[src/rtl/lsu_pkg.sv]
// Shared definitions for the MEM-stage load/store unit: funct3 codes, FSM states,
// and the misalignment rule used when LSU_MISALIGN_TRAP_EN is defined.
package lsu_pkg;

  localparam logic [2:0] F3_B  = 3'b000;
  localparam logic [2:0] F3_H  = 3'b001;
  localparam logic [2:0] F3_W  = 3'b010;
  localparam logic [2:0] F3_BU = 3'b100;
  localparam logic [2:0] F3_HU = 3'b101;

  typedef enum logic [0:0] {IDLE, RMW_WR} lsu_state_t;

  // Halfword accesses need addr[0]=0, word accesses need addr[1:0]=0.
  function automatic logic misaligned(logic we, logic [2:0] f3, logic [1:0] lo);
    if (f3 == F3_W) return lo != 2'b00;
    if (f3 == F3_H || (!we && f3 == F3_HU)) return lo[0];
    return 1'b0;
  endfunction

endpackage

[src/rtl/lsu_mem_port_if.sv]
// CPU request/response handshake plus the word-addressed data-RAM port of the LSU.
// The LSU side uses the master modport; CPU and RAM models use the slave modport.
interface lsu_mem_port_if #(
  parameter int unsigned ADDRESS_WIDTH = 32,
  parameter int unsigned DATA_WIDTH    = 32
) ();

  logic                     req_valid;
  logic                     req_ready;
  logic                     req_we;
  logic [2:0]               req_funct3;
  logic [31:0]              req_addr;
  logic [DATA_WIDTH-1:0]    req_wdata;
  logic                     resp_valid;
  logic [DATA_WIDTH-1:0]    resp_rdata;
  logic                     misalign;
  logic                     mem_we;
  logic [ADDRESS_WIDTH-1:0] mem_addr;
  logic [DATA_WIDTH-1:0]    mem_wd;
  logic [DATA_WIDTH-1:0]    mem_rd;

  modport master (
    input  req_valid, req_we, req_funct3, req_addr, req_wdata, mem_rd,
    output req_ready, resp_valid, resp_rdata, misalign, mem_we, mem_addr, mem_wd
  );

  modport slave (
    output req_valid, req_we, req_funct3, req_addr, req_wdata, mem_rd,
    input  req_ready, resp_valid, resp_rdata, misalign, mem_we, mem_addr, mem_wd
  );

endinterface

[src/rtl/lsu_align.sv]
// Little-endian lane logic: extracts/extends load data from a RAM word and merges
// store bytes/halves into the old word for the read-modify-write path.
module lsu_align
  import lsu_pkg::*;
(
  input  logic [31:0] word_i,
  input  logic [1:0]  addr_lo_i,
  input  logic [2:0]  funct3_i,
  input  logic [31:0] wdata_i,
  output logic [31:0] load_data_o,
  output logic [31:0] merged_o
);

  logic [31:0] byte_shift;
  logic [31:0] half_shift;

  assign byte_shift = word_i >> {addr_lo_i, 3'b000};
  assign half_shift = word_i >> {addr_lo_i[1], 4'b0000};

  always_comb begin
    load_data_o = '0;
    case (funct3_i)
      F3_B:    load_data_o = {{24{byte_shift[7]}}, byte_shift[7:0]};
      F3_H:    load_data_o = {{16{half_shift[15]}}, half_shift[15:0]};
      F3_W:    load_data_o = word_i;
      F3_BU:   load_data_o = {24'h0, byte_shift[7:0]};
      F3_HU:   load_data_o = {16'h0, half_shift[15:0]};
      default: load_data_o = '0;
    endcase
  end

  always_comb begin
    merged_o = word_i;
    case (funct3_i)
      F3_B:    merged_o[{addr_lo_i, 3'b000} +: 8]      = wdata_i[7:0];
      F3_H:    merged_o[{addr_lo_i[1], 4'b0000} +: 16] = wdata_i[15:0];
      default: merged_o = word_i;
    endcase
  end

endmodule

[src/rtl/lsu_mem_port.sv]
// MEM-stage load/store unit driving a word-addressed RAM without byte enables.
// Define LSU_MISALIGN_TRAP_EN to trap misaligned LH/LHU/SH/LW/SW instead of ignoring low bits.
module lsu_mem_port
  import lsu_pkg::*;
#(
  parameter int unsigned ADDRESS_WIDTH = 32,
  parameter int unsigned DATA_WIDTH    = 32
) (
  input logic            clk,
  input logic            rst,
  lsu_mem_port_if.master bus
);

  lsu_state_t               state_q, state_d;
  logic [DATA_WIDTH-1:0]    rmw_word_q, rmw_word_d;
  logic [ADDRESS_WIDTH-1:0] rmw_addr_q, rmw_addr_d;
  logic                     resp_valid_q, resp_valid_d;
  logic [DATA_WIDTH-1:0]    resp_rdata_q, resp_rdata_d;
  logic                     misalign_q, misalign_d;

  logic [31:0]              load_data;
  logic [31:0]              merged;
  logic                     mis;
  logic [ADDRESS_WIDTH-1:0] req_word_addr;

  assign req_word_addr = ADDRESS_WIDTH'(bus.req_addr[31:2]);

`ifdef LSU_MISALIGN_TRAP_EN
  assign mis = misaligned(bus.req_we, bus.req_funct3, bus.req_addr[1:0]);
`else
  assign mis = 1'b0;
`endif

  lsu_align u_align (
    .word_i      (bus.mem_rd),
    .addr_lo_i   (bus.req_addr[1:0]),
    .funct3_i    (bus.req_funct3),
    .wdata_i     (bus.req_wdata),
    .load_data_o (load_data),
    .merged_o    (merged)
  );

  always_comb begin
    state_d       = state_q;
    rmw_word_d    = rmw_word_q;
    rmw_addr_d    = rmw_addr_q;
    resp_valid_d  = 1'b0;
    resp_rdata_d  = '0;
    misalign_d    = 1'b0;
    bus.req_ready = (state_q == IDLE);
    bus.mem_we    = 1'b0;
    bus.mem_addr  = req_word_addr;
    bus.mem_wd    = bus.req_wdata;

    unique case (state_q)
      IDLE: begin
        if (bus.req_valid) begin
          resp_valid_d = 1'b1;
          misalign_d   = mis;
          if (bus.req_we) begin
            case (bus.req_funct3)
              F3_W: bus.mem_we = !mis;
              F3_B, F3_H: begin
                // Sub-word stores complete from RMW_WR instead of here.
                if (!mis) begin
                  rmw_word_d   = merged;
                  rmw_addr_d   = req_word_addr;
                  resp_valid_d = 1'b0;
                  state_d      = RMW_WR;
                end
              end
              default: ;
            endcase
          end else if (!mis) begin
            resp_rdata_d = load_data;
          end
        end
      end
      RMW_WR: begin
        bus.req_ready = 1'b0;
        bus.mem_we    = 1'b1;
        bus.mem_addr  = rmw_addr_q;
        bus.mem_wd    = rmw_word_q;
        resp_valid_d  = 1'b1;
        state_d       = IDLE;
      end
      default: state_d = IDLE;
    endcase

    if (rst) bus.mem_we = 1'b0;
  end

  always_ff @(posedge clk) begin
    if (rst) begin
      state_q      <= IDLE;
      rmw_word_q   <= '0;
      rmw_addr_q   <= '0;
      resp_valid_q <= 1'b0;
      resp_rdata_q <= '0;
      misalign_q   <= 1'b0;
    end else begin
      state_q      <= state_d;
      rmw_word_q   <= rmw_word_d;
      rmw_addr_q   <= rmw_addr_d;
      resp_valid_q <= resp_valid_d;
      resp_rdata_q <= resp_rdata_d;
      misalign_q   <= misalign_d;
    end
  end

  assign bus.resp_valid = resp_valid_q;
  assign bus.resp_rdata = resp_rdata_q;
  assign bus.misalign   = misalign_q;

endmodule

[src/flat_wrapper.sv]
// flat-port wrapper written by rule: the top's interface ports become plain ports
module lsu_mem_port_flat import lsu_pkg::*;
#(
  parameter int unsigned ADDRESS_WIDTH = 32,
  parameter int unsigned DATA_WIDTH    = 32
)
  (clk, rst, bus_req_valid, bus_req_we, bus_req_funct3, bus_req_addr, bus_req_wdata, bus_mem_rd, bus_req_ready, bus_resp_valid, bus_resp_rdata, bus_misalign, bus_mem_we, bus_mem_addr, bus_mem_wd);
  lsu_mem_port_if #(.ADDRESS_WIDTH(ADDRESS_WIDTH), .DATA_WIDTH(DATA_WIDTH)) bus_i ();
  input logic clk;
  input logic rst;
  input wire logic [$bits(bus_i.req_valid)-1:0] bus_req_valid;
  input wire logic [$bits(bus_i.req_we)-1:0] bus_req_we;
  input wire logic [$bits(bus_i.req_funct3)-1:0] bus_req_funct3;
  input wire logic [$bits(bus_i.req_addr)-1:0] bus_req_addr;
  input wire logic [$bits(bus_i.req_wdata)-1:0] bus_req_wdata;
  input wire logic [$bits(bus_i.mem_rd)-1:0] bus_mem_rd;
  output wire logic [$bits(bus_i.req_ready)-1:0] bus_req_ready;
  output wire logic [$bits(bus_i.resp_valid)-1:0] bus_resp_valid;
  output wire logic [$bits(bus_i.resp_rdata)-1:0] bus_resp_rdata;
  output wire logic [$bits(bus_i.misalign)-1:0] bus_misalign;
  output wire logic [$bits(bus_i.mem_we)-1:0] bus_mem_we;
  output wire logic [$bits(bus_i.mem_addr)-1:0] bus_mem_addr;
  output wire logic [$bits(bus_i.mem_wd)-1:0] bus_mem_wd;
  assign bus_i.req_valid = bus_req_valid;
  assign bus_i.req_we = bus_req_we;
  assign bus_i.req_funct3 = bus_req_funct3;
  assign bus_i.req_addr = bus_req_addr;
  assign bus_i.req_wdata = bus_req_wdata;
  assign bus_i.mem_rd = bus_mem_rd;
  assign bus_req_ready = bus_i.req_ready;
  assign bus_resp_valid = bus_i.resp_valid;
  assign bus_resp_rdata = bus_i.resp_rdata;
  assign bus_misalign = bus_i.misalign;
  assign bus_mem_we = bus_i.mem_we;
  assign bus_mem_addr = bus_i.mem_addr;
  assign bus_mem_wd = bus_i.mem_wd;
  lsu_mem_port #(.ADDRESS_WIDTH(ADDRESS_WIDTH), .DATA_WIDTH(DATA_WIDTH)) u_core (.clk(clk), .rst(rst), .bus(bus_i));
endmodule
[config.mk]
export PLATFORM = sky130hd
export DESIGN_NAME = lsu_mem_port_flat
export DESIGN_NICKNAME = d
export VERILOG_FILES = /design/src/rtl/lsu_pkg.sv /design/src/rtl/lsu_mem_port_if.sv /design/src/rtl/lsu_align.sv /design/src/rtl/lsu_mem_port.sv /design/src/flat_wrapper.sv
export SDC_FILE = /design/constraint.sdc
export NUM_CORES = 1
export LEC_CHECK = 0
export CORE_ASPECT_RATIO = 0.5
export CORE_MARGIN = 2
export CORE_UTILIZATION = 43
export CTS_CLUSTER_DIAMETER = 40
export DETAILED_ROUTE_END_ITERATION = 10
export MAX_ROUTING_LAYER = met4
export PLACE_DENSITY = 0.82
export SLEW_MARGIN = 15
export SYNTH_ARGS = -nofsm -noshare
export SYNTH_HDL_FRONTEND = slang
export SYNTH_SLANG_ARGS = --single-unit
[constraint.sdc]
create_clock -name clk -period 2.11 [get_ports clk]
set_input_delay 0.422 -clock clk [delete_from_list [all_inputs] [get_ports clk]]
set_output_delay 0.422 -clock clk [all_outputs]
set_load 0.005 [all_outputs]
# [Word-level counts from Yosys, hierarchy flattened]
# Cells that the tools add are included.
[totals] latchBits=0 rom_bits=0 mem_count=0 mem_bits_rw=0 output_inout_bits=100 reg_bits=96 input_bits=103
[op_classes] n_addsub=2 order_cmp=0 eq_ne=4 shifts=6 n_reduce_logical=4 bitwise_logic=2 multipliers=0 div_mod_pow=0 n_mux=20
[ops] operator="$pmux 32 s5" n=1
[ops] operator="$bwmux 32" n=2
[ops] operator="$pmux 32 s2" n=1
[ops] operator="$mux 32" n=1
[ops] operator="$shift 16x7->32 const A" n=1
[ops] operator="$shift 8x7->32 const A" n=1
[ops] operator="$shiftx 16x7->32" n=1
[ops] operator="$shiftx 8x7->32" n=1
[ops] operator="$shr 32x5->16" n=1
[ops] operator="$shr 32x5->8" n=1
[ops] operator="$mux 30" n=1
[ops] operator="$neg 5->7" n=2
[ops] operator="$mux 1" n=11
[ops] operator="$eq 3x3->1 const B" n=2
[ops] operator="$pmux 1 s2" n=3
[ops] operator="$reduce_and 4->1" n=1
[ops] operator="$reduce_or 4->1" n=1
[ops] operator="$eq 3x1->1 const B" n=1
[ops] operator="$eq 3x2->1 const B" n=1
[ops] operator="$logic_not 3->1" n=1
[ops] operator="$not 1->1" n=2
[ops] operator="$reduce_or 2->1" n=1

# [Depth between registers and ports, before layout]
# Gate-level depths: netlist of the first run.
[logic_depth] word_depth=6 mapped_depth=8

# [By module]
# From an unflattened synthesis of the first run, not the netlist that was laid out.
[hier_totals] cells_unflattened=652 area_unflattened_um2=6078.3
[by_module_without_submodules] module="lsu_mem_port" instances=1 area_per_inst_um2=4550.6 cells_per_inst=422
[by_module_without_submodules] module="lsu_align" instances=1 area_per_inst_um2=1527.7 cells_per_inst=230

# [Worst setup path before layout of the first run]
# Ideal clock, no wire load.
[synth_timing] path_kind="in2reg" start="in bus_req_addr[0]" end="reg u_core.rmw_word_q[17]" t_arrival_ns=1.866 setup_time_ns=0.086 path_slack_ns=0.159 required_time_ns=2.024 stages=8 path_cell_list="buf_2 inv_1 ha_1 nor4bb_1 clkbuf_1 a22o_1 nand2_1 a211oi_1"
[synth_between] elab_chain_len=4 word_cells_on_any_way=5
[synth_lines] item="start: declaration" line="flat_wrapper.sv:14" rtl="input wire logic [$bits(bus_i.req_addr)-1:0] bus_req_addr;"
[synth_lines] item="$neg 5->7 *" line="lsu_align.sv:35" rtl="F3_B: merged_o[{addr_lo_i, 3'b000} +: 8] = wdata_i[7:0];"
[synth_lines] item="$shiftx 8x7->32 or $shift 8x7->32 (tied branches)" line="lsu_align.sv:35"
[synth_lines] item="$bwmux 32 *" line="lsu_align.sv:35"
[synth_lines] item="$pmux 32 s2 *" line="lsu_align.sv:34" rtl="case (funct3_i)"
[synth_lines] item="end signal: assignment" line="lsu_mem_port.sv:103" rtl="rmw_word_q <= rmw_word_d;"
[synth_lines] item="end: declaration" line="lsu_mem_port.sv:15" rtl="logic [DATA_WIDTH-1:0] rmw_word_q, rmw_word_d;"
# Every way passes the cells marked *; elsewhere a longest branch is shown, timed or not.
# A chain may end at the register's enable or synchronous reset.

# [Worst setup path in the final report of the first run]
[layout_timing] start="in bus_req_funct3[1]" end="out bus_mem_we"
[layout_between] elab_chain_len=6
[layout_lines] item="start: declaration" line="flat_wrapper.sv:13" rtl="input wire logic [$bits(bus_i.req_funct3)-1:0] bus_req_funct3;"
[layout_lines] item="$eq 3x2->1" line="lsu_mem_port.sv:61" rtl="case (bus.req_funct3)"
[layout_lines] item="$mux 1" line="lsu_mem_port.sv:61"
[layout_lines] item="$mux 1" line="lsu_mem_port.sv:60" rtl="if (bus.req_we) begin"
[layout_lines] item="$mux 1" line="lsu_mem_port.sv:57" rtl="if (bus.req_valid) begin"
[layout_lines] item="$pmux 1 s2" line="lsu_mem_port.sv:55" rtl="unique case (state_q)"
[layout_lines] item="$mux 1" line="lsu_mem_port.sv:90" rtl="if (rst) bus.mem_we = 1'b0;"
[layout_lines] item="end: declaration" line="flat_wrapper.sv:21" rtl="output wire logic [$bits(bus_i.mem_we)-1:0] bus_mem_we;"
# No other way between the ends.

==> reports/results.ini, run 1 <==
[worst_setup_path]
crit_fanout = 2
path_class = input port to output pin
r2r_end = u_core.rmw_word_q[18]$_SDFFE_PP0P_
worstRegToRegCells = 6
r2r_start = u_core.state_q$_SDFF_PP0_
reg2reg_slack_ns = 0.43
critPathBufInv = 3
cp-end-kind = output pin
arrival_ns = 1.68
critPathLaunchType = input port
crit_chain = clkdlybuf4s50_1 -> nor3b_2 -> buf_4 -> nand3_1 -> a21oi_2 -> clkdlybuf4s15_2
critPathTopFamily = buffers and inverters
crit_slowest_cell = clkdlybuf4s50_1
crit_required_ns = 1.69
slowest_delay_ns = 0.47

[clock_network]
htreeDepth = 3
clockRootBuffer = clkbuf_16
numCtsBuffers = 9
cts.sinks = 96
cts_tree = built
cts_hold_repair.buffers = 0
clock_latency_ns = 0.34
clock_path_buffers = 2
path_clk_slew_ns = 0.07

[synth]
ys_ff_latch = 96
avgSynthCellArea_um2 = 8.80
synth_top_cell_by_area = dfxtp_1
synth_top_area_share_pct = 39.6
ys_top_cells_by_area = dfxtp_1 40%, mux2_2 16%, nand2_1 8.1%
synth_edf_count = 0
ys_seq_area_share_pct = 39.6
syn-cell-area_um2 = 4850
synth_cell_type_count = 43
syn_inst = 551
synthFlopType = dfxtp_1
async_reset_ff_share_pct = 0
ys_warn_count = 0

[global_route]
met3_usage_pct = 6.50
grt_pass1_vias = 5172
grt_max_degree = 65
grt-busiest-layer = met2
antenna_found_initial = 0
grt_pass1_wl_um = 26700
met2_usage_pct = 45.9
grt_util_all_layers_pct = 28.6
grt-ovfl-total = 0
grt_use_met1_pct = 35.7

[timing]
rsz0062_at_grt = true
fin_crit_sh_pct = 99.7
fmax_mhz = 475
maxSlewHeadroom_pct = 46.0
fin_crit_ns = 2.10
setup_viol = 0
hold_violations = 0
skew_ns = 0.00868
final-max-slew-violation-count = 0
worst_slew_pin_slew_ns = 0.805
setup-tns-final_ns = 0

[floorplanning]
start_util_pct = 44.2
rows = 27
die_x_um = 154
num_io_pins = 203
die-area_um2 = 12200
die_h_um = 79.1
coreArea_um2 = 11000

[placement]
place_hpwl_um = 13000
gp_congestion = 0.972
placed_cells = 924
portBuffers = 199

[routing]
drcViolationCount = 0
vias = 5396
ant_nets = 0
drt_iter0_drc = 574
first_pass_iters = 7
vias_per_cell = 5.67
wl_per_cell_um = 19.2
routed_wl_um = 18300

[worst_hold_path]
min_path_cells = 2
min-delay-start = u_core.rmw_addr_q[27]$_SDFFE_PP0P_
hp-class = flop to flop
whs_endpoint = u_core.rmw_addr_q[27]$_SDFFE_PP0P_

[final_layout]
drive_above_1_share_pct = 23.6
antennaDiodeCount = 0
layout_common_cells = 134 x clkdlybuf4s50_1, 104 x nand2_1, 95 x dfxtp_1, 70 x buf_4, 68 x mux2_2
area_delta_synth_final_pct = 63.6
final_common_cell = clkdlybuf4s50_1
final_cells = 951
layout.nets = 909

[power]
pwr-share-clk_pct = 35.9
p_seq_share_pct = 43.3
cellPowerDensity_nw_per_um2 = 546
power.switching_mw = 1.16
peakVddDrop_mv = 0.362
p_leak_nw = 3.20
swShare_pct = 26.7
intPower_mw = 3.17
comb_power_share_pct = 20.8

[run]
max_cap_violations = 0

[status]
outcome = finished, final reports clean

cell families (layout without fill, tap and decap cells):
| group | Yosys count | in the layout | synth area share [%] |
|---|---|---|---|
| compound gates | 145 | 145 | 20.9 |
| mux | 71 | 71 | 16.7 |
| flops | 96 | 96 | 39.6 |
| fa+ha+maj | 5 | 5 | 1.29 |
| other cells | 1 | 3 | 0.0773 |
| simple gates | 185 | 185 | 17.0 |
| buf+inv | 48 | 301 | 4.44 |
synth_stat cells, types with 7 or more instances:
cell	number
clkbuf_1	24
a22oi_1	7
mux2_2	69
a211oi_1	24
dfxtp_1	96
a221oi_1	32
buf_2	13
nand2_1	104
nor3_1	11
a22o_1	7
a222oi_1	8
nor2_1	48
a21oi_1	57
timing repair:
item | in CTS | in global routing
setup endpoints to repair | 66 | 57
resized for setup | 42 | 46
pin swaps | 1 | 0
cloned | 0 | 1
buffers inserted | 0 | 10
sequential cells by signal, indices dropped and copies added, names as in the netlist:
name	count
u_core.bus.resp_rdata	32
u_core.bus.resp_valid	1
u_core.rmw_addr_q	30
u_core.rmw_word_q	32
u_core.state_q	1
worst max path at each step:
stage | from | endpoint | slack, ns | depth (start not counted)
finish | bus_req_funct3[1] | bus_mem_we | 0.006 | 6
detailed placement | bus_req_funct3[1] | u_core.rmw_word_q[18]$_SDFFE_PP0P_ | -0.39 | 6
floorplan | bus_req_addr[0] | u_core.rmw_word_q[17]$_SDFFE_PP0P_ | 0.16 | 8
global route | bus_req_funct3[1] | bus_mem_we | -0.05 | 6
CTS | u_core.state_q$_SDFF_PP0_ | bus_mem_wd[0] | -0.08 | 3
global placement | bus_req_funct3[1] | u_core.rmw_word_q[16]$_SDFFE_PP0P_ | -0.34 | 6
power groups by stage:
stage                     registers [mW]  logic [mW]  clock network, mW
after global routing                1.88       0.945               1.65
after detailed placement            1.92       0.887                  0
after CTS                           1.87       0.871               1.58
after floorplan                     1.91       0.324                  0
final                               1.87       0.898               1.55
after global placement              1.92       0.875                  0
through the flow:
stage	area, um2	hold WS [ns]	setup slack, ns	total power [mW]	utilization [%]
6_report	7930	0.455	0.00569	4.33	72.2
2_1_floorplan	4860	0.433	0.159	2.23	-
5_1_grt	7930	0.471	-0.0456	4.48	72.2
3_5_place_dp	7420	0.447	-0.387	2.80	67.6
3_3_place_gp	7420	0.438	-0.336	2.79	67.6
4_1_cts	7690	0.456	-0.0842	4.32	70.1
routing by layer:
metal / wire length [um] / vias up
met4: 555 / 0
met1: 7420 / 2532
met3: 1710 / 49
li1: - / 2516
met5: 0 / -
met2: 8590 / 299
layout make-up:
cell class | instances | area, um2
multi-input combinational | 409 | 2770
timing repair buffer | 280 | 2750
inverter | 5 | 18.8
fill | 806 | 3050
clock inverter | 7 | 53.8
tap | 145 | 181
sequential | 96 | 1930
clock buffer | 9 | 225
worst reg2reg max path: cells and delay by family, from the launching register on:
family | cells | cell delay, ns
AOI/OAI and AO/OA | 2 | 0.41
buffers and inverters | 3 | 0.54
DFF | 1 | 0.38
and+or+nand+nor | 1 | 0.20
Power figures use the tool's default switching activity.
==> inputs of run 2 (changes only) <==
--- a/config.mk
+++ b/config.mk
@@ -6,8 +6,8 @@
 export NUM_CORES = 1
 export LEC_CHECK = 0
 export CORE_ASPECT_RATIO = 0.5
-export CORE_MARGIN = 2
 export CORE_UTILIZATION = 43
+export CTS_BUF_LIST = sky130_fd_sc_hd__clkbuf_4 sky130_fd_sc_hd__clkbuf_8 sky130_fd_sc_hd__clkbuf_16
 export CTS_CLUSTER_DIAMETER = 40
 export DETAILED_ROUTE_END_ITERATION = 10
 export MAX_ROUTING_LAYER = met4
==> run 2 against run 1 <==
The flow now finishes with violations (design-rule violations); maximum frequency rose by 0.50%; sequential share of layout area rose by 0.28 points; flip-flop and latch count did not move; power rose by 2.8%; utilization rose by 1.9 points; highest routed layer unchanged.
==> reports/results.ini, run 2 (synthesis gave the netlist of run 1 again) <==
[global_route]
grt_util_all_layers_pct = 31.6  ; +3.0 points
grt-ovfl-total = 0  ; unchanged
grt_pass1_vias = 5197  ; +0.48%
antenna_found_initial = 0  ; unchanged
grt_max_degree = 35  ; -46%
grt_pass1_wl_um = 28300  ; +6.2%

[worst_setup_path]
cp-end-kind = output pin
crit_required_ns = 1.69  ; about the same
path_class = flop to output pin
crit_fanout = 28  ; +26
critPathLaunchType = flop
arrival_ns = 1.67  ; about the same

[timing]
setup-tns-final_ns = 0  ; unchanged
fin_crit_ns = 2.09  ; -0.0104 ns
final-max-slew-violation-count = 0  ; unchanged
worst_slew_pin_slew_ns = 0.878  ; +0.0731 ns
skew_ns = 0.00602  ; -0.00265 ns
hold_violations = 0  ; unchanged
fmax_mhz = 478  ; +0.50%
maxSlewHeadroom_pct = 41.0  ; -5.0 points
setup_viol = 0  ; unchanged
fin_crit_sh_pct = 99.2  ; -0.49 points
layout_setup_ws_ns = 0.0161  ; +0.0104 ns
rsz0062_at_grt = true

[routing]
first_pass_iters = 10  ; +3
vias = 5447  ; +0.95%
vias_per_cell = 5.78  ; +1.8%
ant_nets = 0  ; unchanged
routed_wl_um = 18300  ; +0.27%
drt_iter0_drc = 627  ; +9.2%
drcViolationCount = 11  ; +11
wl_per_cell_um = 19.4  ; +1.1%

[clock_network]
cts_hold_repair.buffers = 0  ; unchanged
path_clk_slew_ns = 0.07  ; about the same
cts_tree = built
clockRootBuffer = clkbuf_16
clock_latency_ns = 0.35  ; about the same
numCtsBuffers = 9  ; unchanged
htreeDepth = 3  ; unchanged
cts.sinks = 96  ; unchanged
clock_path_buffers = 2  ; unchanged

[run]
max_cap_violations = 0  ; unchanged

[final_layout]
layout_common_cells = 131 x clkdlybuf4s50_1, 104 x nand2_1, 95 x dfxtp_1, 68 x mux2_2, 67 x buf_4
final_common_cell = clkdlybuf4s50_1
drive_above_1_share_pct = 23.2  ; -0.41 points
antennaDiodeCount = 0  ; unchanged
layout.nets = 906  ; -0.33%
postLayoutCellArea_um2 = 7840  ; -1.1%
area_delta_synth_final_pct = 61.7

[status]
outcome = finished, violations left
violations = design-rule violations

[power]
peakVddDrop_mv = 0.459  ; +27%
p_leak_nw = 3.00  ; -6.0%
cellPowerDensity_nw_per_um2 = 567  ; +4.0%

[floorplanning]
coreArea_um2 = 10600  ; -3.7%
rows = 26  ; -3.7%
die-area_um2 = 11700  ; -3.8%
start_util_pct = 45.9  ; +1.7 points
die_h_um = 77.1  ; -2.5%
num_io_pins = 203  ; unchanged
die_x_um = 152  ; -1.3%

[placement]
gp_congestion = 0.913  ; -6.1%
portBuffers = 199  ; unchanged
place_hpwl_um = 13200  ; +1.3%
placed_area_um2 = 7400  ; -0.22%
place_ws_ns = -0.400  ; -0.0128 ns

[worst_hold_path]
hp-class = flop to flop

## run 2: cell types whose count changed in the layout (fill, tap and decap cells not counted), sizes merged
cell           before  now
buf                81   79
bufinv              0    1
dlygate4sd2        31   56
clkdlybuf4s15       1    4
clkdlybuf4s50     134  131
clkbuf             10   11
inv                 8    7
clkinv              2    0
dlymetal6s2s       32    7
## run 2: final timing paths
path / startpoint / endpoint / slack, ns / cells past startpoint
max reg2reg: u_core.state_q$_SDFF_PP0_ / u_core.rmw_word_q[17]$_SDFFE_PP0P_ / 0.38 / 7
min: u_core.rmw_addr_q[6]$_SDFFE_PP0P_ / u_core.rmw_addr_q[6]$_SDFFE_PP0P_ / 0.45 / 2
min reg2reg: u_core.rmw_addr_q[6]$_SDFFE_PP0P_ / u_core.rmw_addr_q[6]$_SDFFE_PP0P_ / 0.45 / 2
max: u_core.state_q$_SDFF_PP0_ / bus_mem_addr[26] / 0.02 / 4
## run 2: final cells by class
class	count	area [um2]
Clock buffer	11	240
Clock inverter	5	65.1
Fill cell	804	2730
Inverter	5	18.8
Multi-Input combinational cell	409	2760
Sequential cell	96	1930
Tap cell	140	175
Timing Repair Buffer	277	2660
## run 2: through the flow
stage / std cells / utilization [%] / power [mW] / hold WS, ns
after floorplan: 553 / - / 2.23 / 0.433
after global placement: 916 / 70.0 / 2.79 / 0.438
after detailed placement: 916 / 70.0 / 2.81 / 0.443
after CTS: 938 / 73.3 / 4.44 / 0.454
after global routing: 943 / 74.2 / 4.59 / 0.476
final: 943 / 74.2 / 4.45 / 0.454
## run 2: layer usage
| layer | wire, um | share of wire (%) | track usage (%) | vias to the layer above |
|---|---|---|---|---|
| met1 | 7600 | 41 | 40.7 | 2621 |
| li1 | - | - | - | 2508 |
| met5 | 0 | 0 | - | - |
| met3 | 1910 | 10 | 8.08 | 28 |
| met4 | 272 | 1.5 | 8.47 | 0 |
| met2 | 8530 | 47 | 49.1 | 290 |
## run 2: timing repair
action,4_1_cts,5_1_grt
gates resized for setup,67,20
pin swaps,1,2
buffers inserted,4,5
gates cloned,2,0
setup endpoints to repair,80,35
endpoints found under the hold margin,0,0
## run 2: report_power, final
part | switching, mW | internal (mW) | total, mW | leakage, nW
Clock | 0.731 | 0.959 | 1.69 | 0.145
Combinational | 0.395 | 0.489 | 0.884 | 2.08
Sequential | 0.0222 | 1.85 | 1.88 | 0.778
Total | 1.15 | 3.30 | 4.45 | 3.00
## run 2: critical path, stage by stage, from the launching register on
cell and delay [ns]:
dfxtp_4 0.38, buf_4 0.12, buf_12 0.18, mux2_2 0.36, dlygate4sd2_1 0.28
